`config.mk`:
```
export PLATFORM = sky130hd
export DESIGN_NAME = tdm_mux_scan
export DESIGN_NICKNAME = d
export VERILOG_FILES = /design/src/rtl/tdm_mux_pkg.sv /design/src/rtl/rr_next_sel.sv /design/src/rtl/tdm_mux_scan.sv
export SDC_FILE = /design/constraint.sdc
export NUM_CORES = 1
export LEC_CHECK = 0
export BUFFER_PORTS_ARGS = -buffer_cell sky130_fd_sc_hd__clkbuf_2
export CORE_ASPECT_RATIO = 1.5
export CORE_MARGIN = 3
export CORE_UTILIZATION = 40
export DETAILED_ROUTE_END_ITERATION = 8
export PLACE_DENSITY = 0.7
export SLEW_MARGIN = 10
export SYNTH_ARGS = -nofsm -noshare
export SYNTH_HDL_FRONTEND = slang
export SYNTH_SLANG_ARGS = --single-unit
```
`constraint.sdc`:
```
create_clock -name clk -period 4.2 [get_ports clk]
set_input_delay 0.21 -clock clk [delete_from_list [all_inputs] [get_ports clk]]
set_output_delay 0.21 -clock clk [all_outputs]
set_load 0.005 [all_outputs]
```
`src/rtl/tdm_mux_pkg.sv`:
```
// Shared definitions for the TDM multiplexer / scanner.
//   MODE_DIRECT / MODE_SCAN : encodings of the 'mode' input
//   state_t                 : scan FSM state encoding
package tdm_mux_pkg;

    localparam logic MODE_DIRECT = 1'b0;
    localparam logic MODE_SCAN   = 1'b1;

    typedef enum logic [1:0] {
        IDLE  = 2'd0,
        DWELL = 2'd1,
        HOLD  = 2'd2
    } state_t;

endpackage

```
`src/rtl/rr_next_sel.sv`:
```
// Round-robin next-set-bit finder (purely combinational).
// Returns the first set bit of 'mask' strictly above 'cur', wrapping from
// N-1 to 0. The search includes 'cur' itself as the last candidate, so a
// mask with a single bit always yields that bit. Passing cur = N-1 yields
// the lowest set bit.
//   mask : channel mask
//   cur  : current channel index
//   nxt  : next set channel index (0 when none)
//   none : mask is empty
module rr_next_sel #(
    parameter int N  = 16,
    parameter int SW = $clog2(N)
) (
    input  logic [N-1:0]  mask,
    input  logic [SW-1:0] cur,
    output logic [SW-1:0] nxt,
    output logic          none
);

    logic [SW-1:0] idx;

    // Walk offsets from farthest to nearest so the nearest hit wins.
    always_comb begin
        nxt  = '0;
        none = 1'b1;
        idx  = '0;
        for (int off = N; off >= 1; off--) begin
            idx = SW'((int'(cur) + off) % N);
            if (mask[idx]) begin
                nxt  = idx;
                none = 1'b0;
            end
        end
    end

endmodule

```
`src/rtl/tdm_mux_scan.sv`:
```
// N-channel registered multiplexer with valid/ready output.
// Direct mode captures in[sel] every cycle the output slot is free.
// Scan mode walks the enabled channels round-robin, waits 'dwell' cycles on
// each, then emits one sample tagged with its channel index.
//
// Handshake: y/y_ch are valid while y_valid=1 and are consumed on a cycle
// with y_valid && y_ready. The slot is free when !y_valid || y_ready, so a
// new capture may land in the same cycle as a consumption; y/y_ch never
// change while y_valid && !y_ready.
//
// Ports:
//   clk, rst_n   : clock, asynchronous active-low reset
//   in           : packed channel data, channel k at in[k*W +: W]
//   sel          : direct-mode channel index
//   mode         : MODE_DIRECT / MODE_SCAN
//   ch_en        : scan channel mask
//   dwell        : wait cycles per channel in scan mode
//   start        : pulse to begin a scan
//   y, y_ch      : registered sample and its channel
//   y_valid      : sample pending
//   y_ready      : consumer accept
//   busy         : scan FSM not IDLE
//   dbg_state    : current scan FSM state
module tdm_mux_scan
    import tdm_mux_pkg::*;
#(
    parameter int N  = 16,
    parameter int W  = 8,
    parameter int SW = $clog2(N),
    parameter int DW = 8
) (
    input  logic           clk,
    input  logic           rst_n,
    input  logic [N*W-1:0] in,
    input  logic [SW-1:0]  sel,
    input  logic           mode,
    input  logic [N-1:0]   ch_en,
    input  logic [DW-1:0]  dwell,
    input  logic           start,
    output logic [W-1:0]   y,
    output logic [SW-1:0]  y_ch,
    output logic           y_valid,
    input  logic           y_ready,
    output logic           busy,
    output state_t         dbg_state
);

    state_t        state;
    logic [SW-1:0] ptr;
    logic [DW-1:0] cnt;

    logic          slot_free;
    logic [SW-1:0] rr_cur;
    logic [SW-1:0] rr_nxt;
    logic          rr_none;
    logic [SW-1:0] pick_idx;
    logic [W-1:0]  pick_data;

    assign slot_free = !y_valid || y_ready;
    assign dbg_state = state;

    // In IDLE the finder is asked for the lowest set bit (start load);
    // in scan states it supplies the channel after the current pointer.
    assign rr_cur   = (state == IDLE) ? SW'(N - 1) : ptr;
    assign pick_idx = (state == IDLE) ? sel : ptr;

    rr_next_sel #(
        .N  (N),
        .SW (SW)
    ) u_rr_next_sel (
        .mask (ch_en),
        .cur  (rr_cur),
        .nxt  (rr_nxt),
        .none (rr_none)
    );

    // Selector that yields 0 for indices beyond N-1 (non-power-of-2 N).
    always_comb begin
        pick_data = '0;
        for (int k = 0; k < N; k++) begin
            if (pick_idx == SW'(k)) begin
                pick_data = in[k*W +: W];
            end
        end
    end

    always_ff @(posedge clk or negedge rst_n) begin
        if (!rst_n) begin
            state   <= IDLE;
            ptr     <= '0;
            cnt     <= '0;
            y       <= '0;
            y_ch    <= '0;
            y_valid <= 1'b0;
            busy    <= 1'b0;
        end else begin
            // Consumption; overridden below by a same-cycle capture.
            if (y_valid && y_ready) begin
                y_valid <= 1'b0;
            end

            case (state)
                IDLE: begin
                    if (mode == MODE_DIRECT) begin
                        if (slot_free) begin
                            y       <= pick_data;
                            y_ch    <= pick_idx;
                            y_valid <= 1'b1;
                        end
                    end else if (start && !rr_none) begin
                        state <= DWELL;
                        ptr   <= rr_nxt;
                        cnt   <= '0;
                        busy  <= 1'b1;
                    end
                end

                DWELL, HOLD: begin
                    if (mode != MODE_SCAN) begin
                        state <= IDLE;
                        cnt   <= '0;
                        busy  <= 1'b0;
                    end else if (state == HOLD || cnt == dwell) begin
                        if (slot_free) begin
                            y       <= pick_data;
                            y_ch    <= pick_idx;
                            y_valid <= 1'b1;
                            cnt     <= '0;
                            // Mask is re-read here; an empty mask ends the scan.
                            if (rr_none) begin
                                state <= IDLE;
                                busy  <= 1'b0;
                            end else begin
                                state <= DWELL;
                                ptr   <= rr_nxt;
                            end
                        end else begin
                            state <= HOLD;
                        end
                    end else begin
                        cnt <= cnt + DW'(1);
                    end
                end

                default: begin
                    state <= IDLE;
                    busy  <= 1'b0;
                end
            endcase
        end
    end

endmodule

```
==> results of run 1 <==
==> timing repair <==
| action | 4_1_cts | 5_1_grt |
|---|---|---|
| resized for setup | 0 | 10 |
| setup buffers | 0 | 6 |
| setup endpoints to repair | 0 | 6 |
==> metal layers <==
| layer | up-vias | share of wire (%) |
|---|---|---|
| met3 | 74 | 6.5 |
| met4 | 0 | 6.8 |
| met5 | - | 0 |
| met2 | 358 | 51 |
| li1 | 3121 | - |
| met1 | 3044 | 36 |
==> cells by family after synthesis <==
kind of cell             share of synthesized area, %
adder cells (fa/ha/maj)                         2.185
XOR/XNOR                                        2.548
AND/OR/NAND/NOR                                 27.31
flip-flops                                      13.59
multiplexers                                    15.90
buffers and inverters                           5.097
AO/OA/AOI/OAI                                   33.37
==> how the worst max path moves through the flow <==
stage                   endpoint    startpoint
floorplan           dbg_state[1]  dbg_state[0]
global placement          ptr[3]  dbg_state[0]
detailed placement        ptr[3]  dbg_state[0]
CTS                       ptr[3]  dbg_state[0]
global route              ptr[0]  dbg_state[0]
finish              dbg_state[1]  dbg_state[0]
==> synth_stat cells (4+ instances only) <==
library cell                number
sky130_fd_sc_hd__dfrtp_1        28
sky130_fd_sc_hd__o21ai_0        58
sky130_fd_sc_hd__and3_1          4
sky130_fd_sc_hd__buf_4           4
sky130_fd_sc_hd__or2_2           5
sky130_fd_sc_hd__o22a_1          5
sky130_fd_sc_hd__nor2_2          4
sky130_fd_sc_hd__and2_1          5
sky130_fd_sc_hd__inv_1          12
sky130_fd_sc_hd__nor2b_1        15
sky130_fd_sc_hd__nand3_1        19
sky130_fd_sc_hd__mux4_2         13
sky130_fd_sc_hd__a32oi_1         4
sky130_fd_sc_hd__a21oi_1        54
sky130_fd_sc_hd__or3_1           8
sky130_fd_sc_hd__o221ai_1        7
sky130_fd_sc_hd__o211ai_1        6
sky130_fd_sc_hd__mux2i_1        32
sky130_fd_sc_hd__o22ai_1        19
sky130_fd_sc_hd__o31ai_1         4
sky130_fd_sc_hd__xnor2_1         4
sky130_fd_sc_hd__a31oi_1         9
sky130_fd_sc_hd__nand2b_1       15
sky130_fd_sc_hd__nor3_1         22
sky130_fd_sc_hd__a211o_1         4
sky130_fd_sc_hd__a22oi_1        18
sky130_fd_sc_hd__xor2_1         11
sky130_fd_sc_hd__o21a_1          4
sky130_fd_sc_hd__mux2_2         15
sky130_fd_sc_hd__buf_2          15
sky130_fd_sc_hd__a211oi_1       10
sky130_fd_sc_hd__a221oi_1        7
sky130_fd_sc_hd__or2_1           5
sky130_fd_sc_hd__o21ai_1        10
sky130_fd_sc_hd__nand2_1        62
sky130_fd_sc_hd__a2111oi_0       6
sky130_fd_sc_hd__clkbuf_1       25
sky130_fd_sc_hd__a222oi_1        6
sky130_fd_sc_hd__nor4_1          4
sky130_fd_sc_hd__nor3b_1         6
sky130_fd_sc_hd__nor2_1         77
sky130_fd_sc_hd__ha_1            9
==> state kept, by name, summed over array words and instances (netlist names) <==
| name | count |
|---|---|
| cnt | 8 |
| y | 8 |
| ptr | 4 |
| y_ch | 4 |
| dbg_state | 2 |
| busy | 1 |
| y_valid | 1 |
==> per-stage QoR <==
step / instances / total power (W) / worst slack (ps) / TNS (ps) / area, um2
finish: 1059 / 0.007473 / 173.9 / 0 / 6633
global route: 1059 / 0.008009 / -22.35 / -23.58 / 6633
CTS: 1053 / 0.007130 / 138.4 / 0 / 6526
floorplan: 710 / 0.004849 / 10.31 / 0 / 5179
detailed placement: 1050 / 0.006885 / 173.1 / 0 / 6451
global placement: 1050 / 0.006921 / 239.6 / 0 / 6451
==> power by group <==
part	internal (W)	total (W)	switching [W]	leakage, nW
logic	0.00281	0.00680	0.00399	2.56
registers	0.000369	0.000454	0.0000858	0.355
clock network	0.000126	0.000217	0.0000903	0.0370
total	0.00331	0.00747	0.00417	2.95
==> final cells by class <==
cell class / count / area, um2 / share of cell area, %
Clock buffer: 3 / 75.07 / 1.132
Inverter: 14 / 52.55 / 0.7923
Sequential cell: 28 / 700.7 / 10.56
Multi-Input combinational cell: 623 / 4273 / 64.42
Tap cell: 156 / 195.2 / 2.943
Timing Repair Buffer: 235 / 1336 / 20.15
==> placed cells by master, fill, tap and decap left out, types with 18 or more instances in the layout <==
cell,instances
sky130_fd_sc_hd__a21oi_1,54
sky130_fd_sc_hd__a22oi_1,18
sky130_fd_sc_hd__buf_4,58
sky130_fd_sc_hd__clkbuf_2,176
sky130_fd_sc_hd__dfrtp_1,28
sky130_fd_sc_hd__mux2i_1,32
sky130_fd_sc_hd__nand2_1,61
sky130_fd_sc_hd__nand3_1,19
sky130_fd_sc_hd__nor2_1,77
sky130_fd_sc_hd__nor3_1,22
sky130_fd_sc_hd__o21ai_0,58
sky130_fd_sc_hd__o22ai_1,19
==> flow_metrics.tcl, run 1 <==
set metrics [dict create \
    outcome "finished with violations" \
    failed_checks "hold timing" \
    worst_skew_pair.late_latency_ps 270 \
    met2_usage_pct 50.17 \
    syn_to_final_growth_pct 28.67 \
    synth.largest_area_cell "sky130_fd_sc_hd__dfrtp_1" \
    pin_count 177 \
    cap_viol_max_count 0 \
    grt.met1_usage_pct 31.81 \
    primary_ff_master_synth "sky130_fd_sc_hd__dfrtp_1" \
    synth-seq-area-share_pct 13.59 \
    count_of_unique_library_cells_instantiated_by_yosys 77 \
    worstReg2RegStart "dbg_state[0]" \
    floorplan.rows 50 \
    routedWlPerCell_um 20.37 \
    cp_max_fo 11 \
    global_route.usage.met3_pct 2.694 \
    die_h_um 145.0 \
    diodes 0 \
    cts_tree "built" \
    remaining_drc_errors 0 \
    timing.hold.ws_ps -20.52 \
    ys_ff_latch 28 \
    depth_of_the_critical_timing_path_with_buffers_and_inverters_included 15 \
    synth.top_cells.by_area "sky130_fd_sc_hd__dfrtp_1 14%, sky130_fd_sc_hd__mux2i_1 6.2%, sky130_fd_sc_hd__mux4_2 5.7%" \
    timing.critical_path.to_type "flip-flop" \
    worst-endpoint-required_ps 4350 \
    final.min_clock_period_ps 4026 \
    async_reset_ff_share_pct 100.0 \
    clk_transition_reported_paths_ps 70 \
    post_synth_edffs 0 \
    ctsHoldBuffers 0 \
    crit_arrival_ps 4180 \
    synth_area_per_cell_um2 7.260 \
    globalRouteOverflowTotal 0 \
    gp_congestion 1.089 \
    detail_route.wirelength_um 21570 \
    drv_slew 0 \
    first_global_vias 6447 \
    floorplan.initialDensity_pct 41.00 \
    syn_area_um2 5155 \
    tightestPinTransition_ps 776.7 \
    timing.critical_path.cells "inv_1 > ha_4 > or2_1 > ha_4 > buf_4 > nor4bb_1 > a2111oi_2 > a211oi_2 > a32o_2 > nor4_4 > or3b_4 > nor4_4 > o21ai_1 > and2_4 > mux2_4" \
    yosysWarningCount 0 \
    drt_pass1_iterations 5 \
    slew_headroom_pct 48.22 \
    finalCritPeriodShare_pct 95.86 \
    design.die.area_um2 14310 \
    worst_r2r_endpoint "dbg_state[1]" \
    syn_nets 880 \
    port_buffers 176 \
    grt_start_max_net_pins 35 \
    synth_top_cell_area_share_pct 13.59 \
    core_footprint_um2 12570 \
    grt_first_pass_wirelength_um 33110 \
    worstSetupPathType "flip-flop to flip-flop" \
    globalRouteTotalUtil_pct 28.55 \
    cts_root_buf "sky130_fd_sc_hd__clkbuf_16" \
    setup_viol_count_final 0 \
    crit_slowest_cell "sky130_fd_sc_hd__or3b_4" \
    post_synthesis_instance_total 710 \
    power.density_cell_area_nw_per_um2 1127 \
    crit_path_max_delay_family "simple AND/OR/NAND/NOR gates" \
    fmaxAchievable_ghz 0.2484 \
    tritoncts.num_buffers 3 \
    rr_worst_depth 15 \
    hold_viol 14 \
    fill_cells 1270 \
    die_width_um 98.69 \
    antenna_violations_before_repair 0 \
    ir_drop_mv 0.3986 \
    worst-path-buf-inv 2 \
    final_util_pct 52.75 \
    cp_launch_type "flip-flop" \
    clock-skew-final_ps 8.648 \
    drive_gt1_share_pct 32.89 \
    top_usage_layer "met2" \
    viasPerCell 6.229 \
    drt.antenna.violating_nets 0 \
    h-tree-depth 1 \
    clock_tree.buffer_depth 2 \
    drt_iter0_markers 394 \
    dpl.hpwl_um 17510 \
    power_leakage_nw 2.951 \
    worstHoldPathType "input port to async pin" \
    clock_sinks 28 \
    reg2reg_setup_slack_ps 170 \
    critical_path.max_stage_delay_ps 440 \
    via_count 6597 \
    nNetsFinal 1075 \
]
Note: power is estimated with default switching activity, not from simulation.
==> run 2: changes to the inputs <==
--- a/config.mk
+++ b/config.mk
@@ -6,7 +6,6 @@
 export NUM_CORES = 1
 export LEC_CHECK = 0
 export BUFFER_PORTS_ARGS = -buffer_cell sky130_fd_sc_hd__clkbuf_2
-export CORE_ASPECT_RATIO = 1.5
 export CORE_MARGIN = 3
 export CORE_UTILIZATION = 40
 export DETAILED_ROUTE_END_ITERATION = 8
==> flow_metrics.tcl, run 2 (same netlist as run 1, synthesis figures left out) <==
set metrics [dict create \
    outcome "finished with violations" \
    failed_checks "hold timing" \
    routedWlPerCell_um 20.08 \
    timing.critical_path.cells "inv_1 > ha_4 > buf_12 > nor2_2 > buf_4 > ha_1 > or3_1 > and2_1 > mux2i_1 > mux2_2 > a21oi_2 > nor4b_4 > o211ai_1 > or3_1 > a221o_1 > a31oi_1" \
    place_worst_setup_slack_ps 109.7 \
    power_leakage_nw 2.917 \
    cp_max_fo 35 \
    via_count 6614 \
    grt_start_max_net_pins 36 \
    setup_tns_ps 0 \
    drt_pass1_iterations 5 \
    clk_transition_reported_paths_ps 70 \
    worst-path-buf-inv 3 \
    port_buffers 176 \
    cp_launch_type "flip-flop" \
    layout.cells.most_common "sky130_fd_sc_hd__clkbuf_2" \
    floorplan.rows 40 \
    drive_gt1_share_pct 32.25 \
    rsz0062_at_grt "false" \
    gp_congestion 1.031 \
    timing.hold.ws_ps -29.30 \
    ir_drop_mv 0.4349 \
    timing.critical_path.to_type "flip-flop" \
    floorplan.initialDensity_pct 41.87 \
    layout.cells.most_common_list "176 x sky130_fd_sc_hd__clkbuf_2, 76 x sky130_fd_sc_hd__nor2_1, 62 x sky130_fd_sc_hd__nand2_1" \
    slew_headroom_pct 47.58 \
    biggestRegsByFlops "cnt: 8 flops, y: 8 flops" \
    tightestPinTransition_ps 764.4 \
    cap_viol_max_count 0 \
    hold_viol 28 \
    viasPerCell 6.228 \
    power.density_cell_area_nw_per_um2 1133 \
    clock-skew-final_ps 2.805 \
    final.min_clock_period_ps 3978 \
    timing.critical_path.mode_cell "sky130_fd_sc_hd__or3_1" \
    worst-endpoint-required_ps 4380 \
    setup_slack_ps 222.2 \
    finalCritPeriodShare_pct 94.71 \
    die_h_um 119.5 \
    setup_viol_count_final 0 \
    h-tree-depth 1 \
    drt.antenna.violating_nets 0 \
    cts_tree "built" \
    total_power_w 0.007481 \
    crit_path_max_delay_family "simple AND/OR/NAND/NOR gates" \
    worst_skew_pair.late_latency_ps 260 \
    grt_first_pass_wirelength_um 33330 \
    clock_tree.buffer_depth 2 \
    cts_root_buf "sky130_fd_sc_hd__clkbuf_16" \
    syn_to_final_growth_pct 28.11 \
    tritoncts.num_buffers 3 \
    fmaxAchievable_ghz 0.2514 \
    nNetsFinal 1064 \
    dpl.hpwl_um 17170 \
    core_footprint_um2 12310 \
    first_global_vias 6386 \
    critical_path.max_stage_delay_ps 400 \
    crit_slowest_cell "sky130_fd_sc_hd__dfrtp_1" \
    remaining_drc_errors 0 \
    antenna_violations_before_repair 0 \
    clock_sinks 28 \
    worstSetupPathType "flip-flop to flip-flop" \
    detail_route.wirelength_um 21330 \
    final_util_pct 53.64 \
    drt_iter0_markers 586 \
    globalRouteTotalUtil_pct 28.62 \
    drv_slew 0 \
    crit_arrival_ps 4150 \
    die_width_um 119.5 \
    design.die.area_um2 14290 \
    pin_count 177 \
    globalRouteOverflowTotal 0 \
    worstHoldPathType "input port to async pin" \
]
==> run 2: power breakdown <==
group / switching (W) / internal [W]
combinational: 0.00404 / 0.00271
sequential: 0.0000789 / 0.000369
clock: 0.0000917 / 0.000190
total: 0.00421 / 0.00327
==> run 2: what timing repair did <==
item	CTS	global route
setup buffers	0	1
hold buffers	0	0
gates resized for setup	0	10
endpoints found under the setup margin	0	12
==> run 2: worst reg2reg max path, delay by kind of cell, from the launching register on <==
kind | cells | cell delay (ps)
AO/OA/AOI/OAI | 4 | 900
adder cells (fa/ha/maj) | 2 | 420
buffers and inverters | 3 | 520
flip-flops | 1 | 400
multiplexers | 2 | 420
AND/OR/NAND/NOR | 5 | 1210
==> run 2: metrics by stage <==
step | std cells | instance area [um2]
3_5_place_dp | 1056 | 6421
4_1_cts | 1060 | 6526
2_1_floorplan | 710 | 5179
3_3_place_gp | 1056 | 6421
5_1_grt | 1061 | 6601
6_report | 1062 | 6604
==> run 2: cell type report <==
type                    count  area (um2)
diodes                      1       2.502
clock buffers               3       75.07
clock inverters             1       30.03
fillers                  1261        5708
inverters                  14       52.55
multi-input cells         623        4279
flip-flops and latches     28       700.7
well taps                 168       210.2
repair buffers            224        1254
==> run 2: final timing paths <==
| path | startpoint | to | slack (ps) | depth (start not counted) |
|---|---|---|---|---|
| setup / recovery | dbg_state[0] | ptr[3] | 220 | 16 |
| hold / removal | rst_n | cnt[7] | -30 | 1 |
| setup reg to reg | dbg_state[0] | ptr[3] | 220 | 16 |
| hold reg to reg | y_ch[0] | y_ch[0] | 480 | 2 |
| max in group asynchronous | rst_n | y[7] | 3800 | 1 |
| min in group clk | in[95] | y[7] | 200 | 3 |
==> run 2: layer usage <==
layer | wire length [um] | track usage (%) | vias to the layer above | part of all wire (%)
met1 | 8567 | 38.23 | 3064 | 40
met5 | 0 | 0 | - | 0
met2 | 10100 | 47.46 | 377 | 47
li1 | - | - | 3105 | -
met4 | 811 | 10.31 | 0 | 3.8
met3 | 1850 | 3.676 | 68 | 8.7
==> run 3: changes to the inputs <==
--- a/config.mk
+++ b/config.mk
@@ -9,6 +9,7 @@
 export CORE_MARGIN = 3
 export CORE_UTILIZATION = 40
 export DETAILED_ROUTE_END_ITERATION = 8
+export MAX_ROUTING_LAYER = met4
 export PLACE_DENSITY = 0.7
 export SLEW_MARGIN = 10
 export SYNTH_ARGS = -nofsm -noshare
==> flow_metrics.tcl, run 3 (same netlist as run 1, synthesis figures left out) <==
set metrics [dict create \
    net-switching-power_w 0.004134 \
    via_count 6619 \
    tightestPinTransition_ps 709.4 \
    drive_gt1_share_pct 32.15 \
    syn_to_final_growth_pct 28.01 \
    drt_iter0_markers 833 \
    failed_checks "hold timing" \
    hold_viol 28 \
    power_leakage_nw 2.927 \
    fill_cells 1290 \
    grt_start_max_net_pins 37 \
    cell_internal_pwr_w 0.003297 \
    die_width_um 119.5 \
    ir_drop_mv 0.5195 \
    cp_max_fo 14 \
    power.share.switching_pct 55.63 \
    fmaxAchievable_ghz 0.2505 \
    floorplan.initialDensity_pct 41.87 \
    clock-skew-final_ps 6.180 \
    clock_tree.buffer_depth 2 \
    clock_power_share_pct 3.8 \
    globalRouteOverflowTotal 0 \
    critical_path.max_stage_delay_ps 440 \
    h-tree-depth 1 \
    drt_pass1_iterations 6 \
    worst-path-buf-inv 1 \
    worst_skew_pair.late_latency_ps 270 \
    port_buffers 176 \
    diodes 0 \
    timing.hold.ws_ps -18.52 \
    detail_route.wirelength_um 21380 \
    routedWlPerCell_um 20.03 \
    drv_slew 0 \
    timing.critical_path.to_type "flip-flop" \
    tritoncts.num_buffers 3 \
    biggestRegsByFlops "cnt: 8 flops, y: 8 flops" \
    cts_root_buf "sky130_fd_sc_hd__clkbuf_16" \
    first_global_vias 6296 \
    setup_tns_ps 0 \
    design.die.area_um2 14290 \
    rsz0062_at_grt "false" \
    final.min_clock_period_ps 3992 \
    globalRouteTotalUtil_pct 29.69 \
    power.density_cell_area_nw_per_um2 1126 \
    layout.cells.most_common "sky130_fd_sc_hd__clkbuf_2" \
    cp_launch_type "flip-flop" \
    timing.critical_path.cells "inv_1 > ha_2 > or2_1 > ha_2 > or3_1 > a211oi_1 > a211oi_2 > a32o_1 > nor4_4 > or3b_4 > nor4_4 > o21ai_1 > and2_4 > mux2_4" \
    drt.antenna.violating_nets 0 \
    worst-endpoint-required_ps 4350 \
    floorplan.rows 40 \
    clock_sinks 28 \
    crit_slowest_cell "sky130_fd_sc_hd__or3b_4" \
    crit_path_max_delay_family "simple AND/OR/NAND/NOR gates" \
    finalCritPeriodShare_pct 95.04 \
    pin_count 177 \
    clk_transition_reported_paths_ps 70 \
    nNetsFinal 1070 \
    total_power_w 0.007431 \
    slew_headroom_pct 52.70 \
    combPwrFrac_pct 90.0 \
    worstSetupPathType "flip-flop to flip-flop" \
    crit_arrival_ps 4150 \
    antenna_violations_before_repair 0 \
    remaining_drc_errors 0 \
    viasPerCell 6.203 \
    cts_tree "built" \
    core_footprint_um2 12310 \
    seqPwrFrac_pct 6.1 \
    outcome "finished with violations" \
    die_h_um 119.5 \
    layout.cells.most_common_list "176 x sky130_fd_sc_hd__clkbuf_2, 77 x sky130_fd_sc_hd__nor2_1, 62 x sky130_fd_sc_hd__nand2_1" \
    cap_viol_max_count 0 \
    gp_congestion 1.010 \
    grt_first_pass_wirelength_um 33740 \
    setup_viol_count_final 0 \
    dpl.hpwl_um 17220 \
    worstHoldPathType "input port to async pin" \
]
-- run 3: stage by stage --
stage	utilization [%]	instance area (um2)	setup WS, ps	instances	hold slack, ps
after floorplan	-	5179	10.31	710	-85.59
after global routing	53.60	6599	8.147	1067	29.04
final	53.60	6599	208.2	1067	-18.52
after CTS	53.21	6551	161.8	1065	11.67
after detailed placement	52.36	6446	177.9	1061	298.7
after global placement	52.36	6446	264.4	1061	292.8
-- run 3: final timing paths --
| kind | startpoint | end | cells past startpoint | slack [ps] |
|---|---|---|---|---|
| worst max-delay path | dbg_state[0] | dbg_state[1] | 14 | 210 |
| worst min-delay path | rst_n | cnt[7] | 1 | -20 |
| worst max register to register | dbg_state[0] | dbg_state[1] | 14 | 210 |
| worst min register to register | y_ch[0] | y_ch[0] | 2 | 480 |
| max in group asynchronous | rst_n | cnt[2] | 1 | 3760 |
| min in group clk | in[95] | y[7] | 3 | 210 |
-- run 3: cell type report --
class / instances / area, um2 / share of cell area (%)
flip-flops and latches: 28 / 700.7 / 10.62
clock inverters: 1 / 30.03 / 0.4551
inverters: 14 / 52.55 / 0.7964
well taps: 168 / 210.2 / 3.185
clock buffers: 3 / 75.07 / 1.138
multi-input cells: 623 / 4240 / 64.26
repair buffers: 230 / 1290 / 19.55
-- run 3: timing repair --
action                     4_1_cts  5_1_grt
hold buffers                     0        0
gates resized for setup          0        5
hold endpoints to repair         0        0
buffers inserted                 0        2
setup endpoints to repair        0        5
-- run 3: routing by layer --
metal  track usage (%)  vias up  wire length, um
met1             39.80     3063             8846
met2             48.23      390            10140
met3             2.121       60             1707
met5                 -        -                0
met4             9.234        0              684
li1                  -     3106                -
-- run 3: power by group through the flow --
| stage | Clock (W) | Combinational [W] | Sequential [W] |
|---|---|---|---|
| final | 0.000285 | 0.00669 | 0.000455 |
| after global routing | 0.000302 | 0.00724 | 0.000466 |
| after CTS | 0.000292 | 0.00641 | 0.000455 |
| after detailed placement | 0 | 0.00638 | 0.000457 |
| after global placement | 0 | 0.00648 | 0.000456 |
| after floorplan | 0 | 0.00442 | 0.000427 |
